### config.mk
export PLATFORM = sky130hd
export DESIGN_NAME = binary_image_threshold
export DESIGN_NICKNAME = d
export VERILOG_FILES = /design/src/rtl/binary_image_threshold.sv
export SDC_FILE = /design/constraint.sdc
export NUM_CORES = 1
export LEC_CHECK = 0
export BUFFER_PORTS_ARGS = -buffer_cell sky130_fd_sc_hd__buf_4
export CAP_MARGIN = 15
export CORE_MARGIN = 2
export CORE_UTILIZATION = 67
export DETAILED_ROUTE_END_ITERATION = 8
export PLACE_DENSITY = 0.86
export SLEW_MARGIN = 20
export SYNTH_ARGS = -nofsm -noshare
export SYNTH_HDL_FRONTEND = slang
export SYNTH_SLANG_ARGS = --single-unit
export TNS_END_PERCENT = 10
### constraint.sdc
create_clock -name clk -period 7.6 [get_ports clk]
set_input_delay 1.52 -clock clk [delete_from_list [all_inputs] [get_ports clk]]
set_output_delay 1.52 -clock clk [all_outputs]
set_load 0.02 [all_outputs]
### src/rtl/binary_image_threshold.sv
// ---------------------------------------------------------------------------
// binary_image_threshold
//   Converts RGB888 pixels to 8-bit luminance and binarises them against a
//   per-frame adaptive threshold. The threshold is the mean luminance of the
//   previous complete frame. A restoring divider computes it during the
//   following cycles while the next frame is already being accumulated.
//
//   Optional feature macro: THRESH_OVERRIDE_EN
//     When defined, the thresh_sel/thresh_manual ports are added. They
//     override the threshold used by the compare and the one shown on thresh.
//
// Ports:
//   clk            in   pixel clock
//   rst_n          in   asynchronous active-low reset
//   data_in        in   RGB pixel, R=[23:16] G=[15:8] B=[7:0]
//   data_in_en     in   pixel valid, one pixel per asserted cycle
//   thresh_sel     in   (THRESH_OVERRIDE_EN only) 1 = use thresh_manual
//   thresh_manual  in   (THRESH_OVERRIDE_EN only) manual threshold
//   data_out       out  24'h000000 or 24'hFFFFFF
//   data_out_en    out  data_out valid, 3 clocks after data_in_en
//   thresh         out  threshold currently applied
// ---------------------------------------------------------------------------
module binary_image_threshold #(
   parameter int IMG_WIDTH_DATA = 24,
   parameter int IMG_WIDTH_LINE = 640,
   parameter int IMG_HEIGHT     = 480,
   parameter int CNT_W          = 19,
   parameter int SUM_W          = 27,
   parameter int INIT_THRESH    = 128
) (
   input  logic                      clk,
   input  logic                      rst_n,
   input  logic [IMG_WIDTH_DATA-1:0] data_in,
   input  logic                      data_in_en,
`ifdef THRESH_OVERRIDE_EN
   input  logic                      thresh_sel,
   input  logic [7:0]                thresh_manual,
`endif
   output logic [IMG_WIDTH_DATA-1:0] data_out,
   output logic                      data_out_en,
   output logic [7:0]                thresh
);

   localparam int               N        = IMG_WIDTH_LINE * IMG_HEIGHT;
   localparam int               DW       = SUM_W + 8;
   localparam logic [CNT_W-1:0] LAST_PIX = CNT_W'(N - 1);
   localparam logic [DW-1:0]    DIVISOR  = DW'(N);

   localparam logic [1:0] S_IDLE   = 2'd0;
   localparam logic [1:0] S_DIV    = 2'd1;
   localparam logic [1:0] S_UPDATE = 2'd2;

   // Weighted sum is at most 255*256 = 65280, so it fits 16 bits; Y is the
   // truncated upper byte.
   function automatic logic [7:0] luma_trunc(input logic [15:0] s);
      return 8'(s >> 8);
   endfunction

   logic [15:0]               r_pr_p1, r_pg_p1, r_pb_p1;
   logic                      r_vld_p1;
   logic [7:0]                r_y_p2;
   logic                      r_vld_p2;
   logic [IMG_WIDTH_DATA-1:0] r_data_p3;
   logic                      r_vld_p3;

   logic [CNT_W-1:0]          r_pix_cnt;
   logic [SUM_W-1:0]          r_acc;
   logic [DW-1:0]             r_div_rem;
   logic [7:0]                r_quot;
   logic [2:0]                r_bit;
   logic [1:0]                r_state;
   logic [7:0]                r_thresh;

   logic [15:0]               w_ysum;
   logic [SUM_W-1:0]          w_acc_next;
   logic [DW-1:0]             w_dvsr;
   logic [7:0]                w_thresh_eff;

`ifdef THRESH_OVERRIDE_EN
   assign w_thresh_eff = thresh_sel ? thresh_manual : r_thresh;
`else
   assign w_thresh_eff = r_thresh;
`endif

   assign w_ysum     = r_pr_p1 + r_pg_p1 + r_pb_p1;
   assign w_acc_next = r_acc + {{(SUM_W-8){1'b0}}, r_y_p2};
   assign w_dvsr     = DIVISOR << r_bit;

   // ---- Stage 1: per-channel products ----
   always_ff @(posedge clk) begin
      r_pr_p1 <= 16'd77  * {8'd0, data_in[23:16]};
      r_pg_p1 <= 16'd150 * {8'd0, data_in[15:8]};
      r_pb_p1 <= 16'd29  * {8'd0, data_in[7:0]};
   end

   // ---- Stage 2: luminance ----
   always_ff @(posedge clk) begin
      r_y_p2 <= luma_trunc(w_ysum);
   end

   // Valid pipeline and stage 3 (binarised pixel).
   always_ff @(posedge clk or negedge rst_n) begin
      if (!rst_n) begin
         r_vld_p1  <= 1'b0;
         r_vld_p2  <= 1'b0;
         r_vld_p3  <= 1'b0;
         r_data_p3 <= '0;
      end else begin
         r_vld_p1 <= data_in_en;
         r_vld_p2 <= r_vld_p1;
         // ---- Stage 3: compare; equality maps to black ----
         r_vld_p3 <= r_vld_p2;
         if (r_vld_p2)
            r_data_p3 <= (r_y_p2 > w_thresh_eff) ? '1 : '0;
      end
   end

   // Frame accounting and sequential divider. The remainder register holds
   // the finished frame sum, so r_acc is free to start the next frame.
   always_ff @(posedge clk or negedge rst_n) begin
      if (!rst_n) begin
         r_pix_cnt <= '0;
         r_acc     <= '0;
         r_div_rem <= '0;
         r_quot    <= '0;
         r_bit     <= '0;
         r_state   <= S_IDLE;
         r_thresh  <= 8'(INIT_THRESH);
      end else begin
         if (r_vld_p2) begin
            if (r_pix_cnt != LAST_PIX) begin
               r_acc     <= w_acc_next;
               r_pix_cnt <= r_pix_cnt + 1'b1;
            end else begin
               r_div_rem <= DW'(w_acc_next);
               r_acc     <= '0;
               r_pix_cnt <= '0;
            end
         end

         case (r_state)
            S_IDLE: begin
               if (r_vld_p2 && (r_pix_cnt == LAST_PIX)) begin
                  r_state <= S_DIV;
                  r_bit   <= 3'd7;
                  r_quot  <= '0;
               end
            end
            S_DIV: begin
               // One restoring step per cycle, MSB of the quotient first.
               if (r_div_rem >= w_dvsr) begin
                  r_div_rem     <= r_div_rem - w_dvsr;
                  r_quot[r_bit] <= 1'b1;
               end
               if (r_bit == 3'd0)
                  r_state <= S_UPDATE;
               else
                  r_bit <= r_bit - 1'b1;
            end
            S_UPDATE: begin
               r_thresh <= r_quot;
               r_state  <= S_IDLE;
            end
            default: r_state <= S_IDLE;
         endcase
      end
   end

   assign data_out    = r_data_p3;
   assign data_out_en = r_vld_p3;
   assign thresh      = w_thresh_eff;

endmodule

==> metrics.md <==
| Metric | Value |
|---|---|
| CP endpoint kind | `flip-flop` |
| Cts-stage hold buffer count | `0` |
| Total gr overflow | `0` |
| PostCTS Resize Cnt | `0` |
| Commonest non-fill, non-tap cell in the layout | `ha_1` |
| Fillers | `1095` |
| Hpwl dp | `17400 µm` |
| Setup CP Type | `reg2reg` |
| Distinct cells, synth | `73` |
| Worst R2R Setup Slack | `3.17 ns` |
| Antenna Cells | `0` |
| Min Tclk post-route | `4.43 ns` |
| Die Span Y | `132 µm` |
| Largest family of logic cells by synthesized area | `adder cells` |
| Most frequent cells in the layout | `ha_1 (150), dfrtp_1 (105), inv_1 (95)` |
| Dominant synthesized flop cell | `dfrtp_1` |
| Antenna-violating nets left | `0` |
| Crit start category | `flip-flop` |
| Rows | `46` |
| Core area | `15900 µm²` |
| GRT Util Overall | `28.0%` |
| Largest net degree at the start of global routing | `59` |
| Starting Density | `68.8%` |
| Clock Latency Late Sink | `0.43 ns` |
| CTS tree | `built` |
| Setup repair bufs after CTS | `0` |
| Area fraction in compound gates after synthesis | `14.6%` |
| Layout cells sized above 1 | `10.8%` |
| Seq/Total Area, Yosys | `33.6%` |
| Port Buffers | `59` |
| Peak VDD IR | `0.270 mV` |
| Sink of the worst hold path | `r_vld_p2` |
| Non-Filler Instances | `1377` |
| Placed insts | `1346` |
| Reg2reg end | `r_div_rem[27]` |
| Mean post-synth cell area | `9.77 µm²` |
| Worst-case clock skew | `0.0122 ns` |
| Detailed router's first-iteration violation count | `492` |
| Min-Delay Path Class | `reg2reg` |
| Multiplexer share of the synthesized area | `2.06%` |
| Warnings from Yosys | `0` |
| CTS H-Tree Depth | `4` |
| Adder-Cell Fraction of Synth Area | `24.3%` |
| Synthesized flop and latch total | `157` |
| Worst path arrival time | `4.79 ns` |
| Die area | `17300 µm²` |
| Cells after Synth | `1118` |
| Final Cycle Share | `58.2%` |
| Synth Net Count | `1334` |
| Max FO, Critical Path | `35` |
| Post-Synthesis Cell Area | `10900 µm²` |
| Final #Nets | `1365` |
| Synth Area in Simple Gates | `12.7%` |
| Synth-to-Final Area Change | `8.96%` |
| Hold_sp | `r_vld_p1` |
| Worst-Margin Slew | `1.13 ns` |
| Post-synth ARST share | `67.5%` |
| Vias | `8127` |
| RSZ-0062 raised after global routing | `false` |
| Pleak | `5.81 nW` |
| Num CTS Buffers | `17` |
| Initial antenna violation count | `0` |
| Slew HR | `24.9%` |
| Clock tree root buffer cell | `clkbuf_16` |
| Die W | `132 µm` |
| Via/cell ratio | `5.90` |
| Io pins | `60` |
| Clk sinks | `157` |
| Vias in the first global route | `8423` |
| GPL Wtd Cong | `0.866` |
| Req. time, crit path | `7.96 ns` |
| Setup TNS | `0 ns` |
| Final Max Tran Viols | `0` |
| Reg2reg start | `r_bit[0]` |
| Status | `completed` |
| WL/cell | `16.6 µm` |
| Fmax | `226 MHz` |
| # DRC | `0` |
| Final Hold Viols | `0` |
| Depth of the worst register-to-register path | `11` |
| XOR/XNOR share of the synthesized area | `6.49%` |
| Post-Route WL | `22900 µm` |
| EDFF count, synth | `0` |
| Setup violations, final | `0` |
| First-pass GRT wire length | `39400 µm` |
| Worst hold path depth | `0` |
| Max-cap violations | `0` |
| Drt pass-1 iters | `5` |
| Clk slew on worst S/H paths | `0.06 ns` |
| Clk buf depth | `2` |
| Pwr Density | `320 nW/µm²` |
## where the power goes
part	switching, mW	internal [mW]	total, mW	leakage [nW]
Sequential	0.131	1.01	1.14	1.87
Combinational	1.05	0.812	1.86	3.68
Clock	0.332	0.478	0.810	0.262
## flip-flops by register name (all words and copies together), names as in the netlist
| name | count |
|---|---|
| r_pg_p1 | 15 |
| r_pb_p1 | 13 |
| r_state | 2 |
| data_out | 1 |
| r_y_p2 | 8 |
| r_div_rem | 35 |
| r_acc | 27 |
| r_pix_cnt | 19 |
| r_vld_p2 | 1 |
| thresh | 8 |
| data_out_en | 1 |
| r_quot | 8 |
| r_vld_p1 | 1 |
| r_pr_p1 | 15 |
| r_bit | 3 |
## logic make-up (layout without fill, tap and decap cells)
logic type	after synthesis	in the layout
DFF	157	157
and+or+nand+nor	286	286
xor gates and xnor gates	81	81
muxes	22	22
adders and majority gates	189	189
buffers and inverters	145	188
AOI/OAI and AO/OA	238	238
## through the flow
stage	setup WS (ns)	utilization (%)	hold slack, ns	cell area [µm²]	power (mW)
after global routing	2.91	74.9	0.368	11900	4.08
after detailed placement	2.74	71.4	0.344	11300	2.94
after global placement	2.80	71.4	0.337	11300	2.83
final	3.17	74.9	0.354	11900	3.81
after CTS	3.17	74.9	0.357	11900	3.81
after floorplan	3.06	-	0.331	10900	2.54
## how the worst max path moves through the flow
stage,startpoint,endpoint,slack [ns],cells after the start
global route,r_bit[0],r_div_rem[27],2.91,11
CTS,data_in[12],r_pg_p1[14],3.17,14
finish,r_bit[0],r_div_rem[27],3.17,11
global placement,data_in[12],r_pg_p1[14],2.80,14
detailed placement,data_in[12],r_pg_p1[14],2.74,14
floorplan,data_in[12],r_pg_p1[14],3.06,13
## Yosys cell counts, types with 18 or more instances
| cell type | number | area share [%] |
|---|---|---|
| xor2_1 | 34 | 2.7 |
| dfxtp_1 | 51 | 9.3 |
| fa_1 | 39 | 7.1 |
| a21o_1 | 18 | 1.2 |
| inv_1 | 95 | 3.3 |
| nand2_1 | 89 | 3.1 |
| o21ai_0 | 63 | 2.9 |
| ha_1 | 150 | 17 |
| nand3_1 | 24 | 1.1 |
| mux2i_1 | 18 | 1.6 |
| nor2_1 | 79 | 2.7 |
| o21a_1 | 18 | 1.2 |
| xnor2_1 | 47 | 3.8 |
| a21oi_1 | 51 | 2.3 |
| buf_4 | 25 | 1.7 |
| dfrtp_1 | 105 | 24 |
## metal layers
layer,GRT usage (%),share of wire (%),vias to the layer above
met5,0,0,-
met4,11.8,3.9,0
met3,5.29,3.4,71
met2,50.8,53,183
met1,32.1,40,3935
li1,-,-,3938
## worst max-delay path, stage by stage, from the launching register on
cell      delay [ns]
dfrtp_1         0.53
inv_1           0.16
ha_1            0.35
nand2b_1        0.20
ha_1            0.41
nand2_1         0.13
o21a_1          0.20
o311a_2         0.40
o221ai_4        0.73
or2_1           0.93
o211ai_1        0.19
nand2b_1        0.13
## area by class of cell
| class | instances | area, µm² | area share [%] |
|---|---|---|---|
| Clock inverter | 12 | 123 | 1.03 |
| Timing Repair Buffer | 62 | 465 | 3.91 |
| Tap cell | 216 | 270 | 2.27 |
| Clock buffer | 19 | 433 | 3.64 |
| Multi-Input combinational cell | 816 | 6580 | 55.3 |
| Sequential cell | 157 | 3670 | 30.9 |
| Inverter | 95 | 357 | 3.00 |
Note: power is estimated with default switching activity, not from simulation.
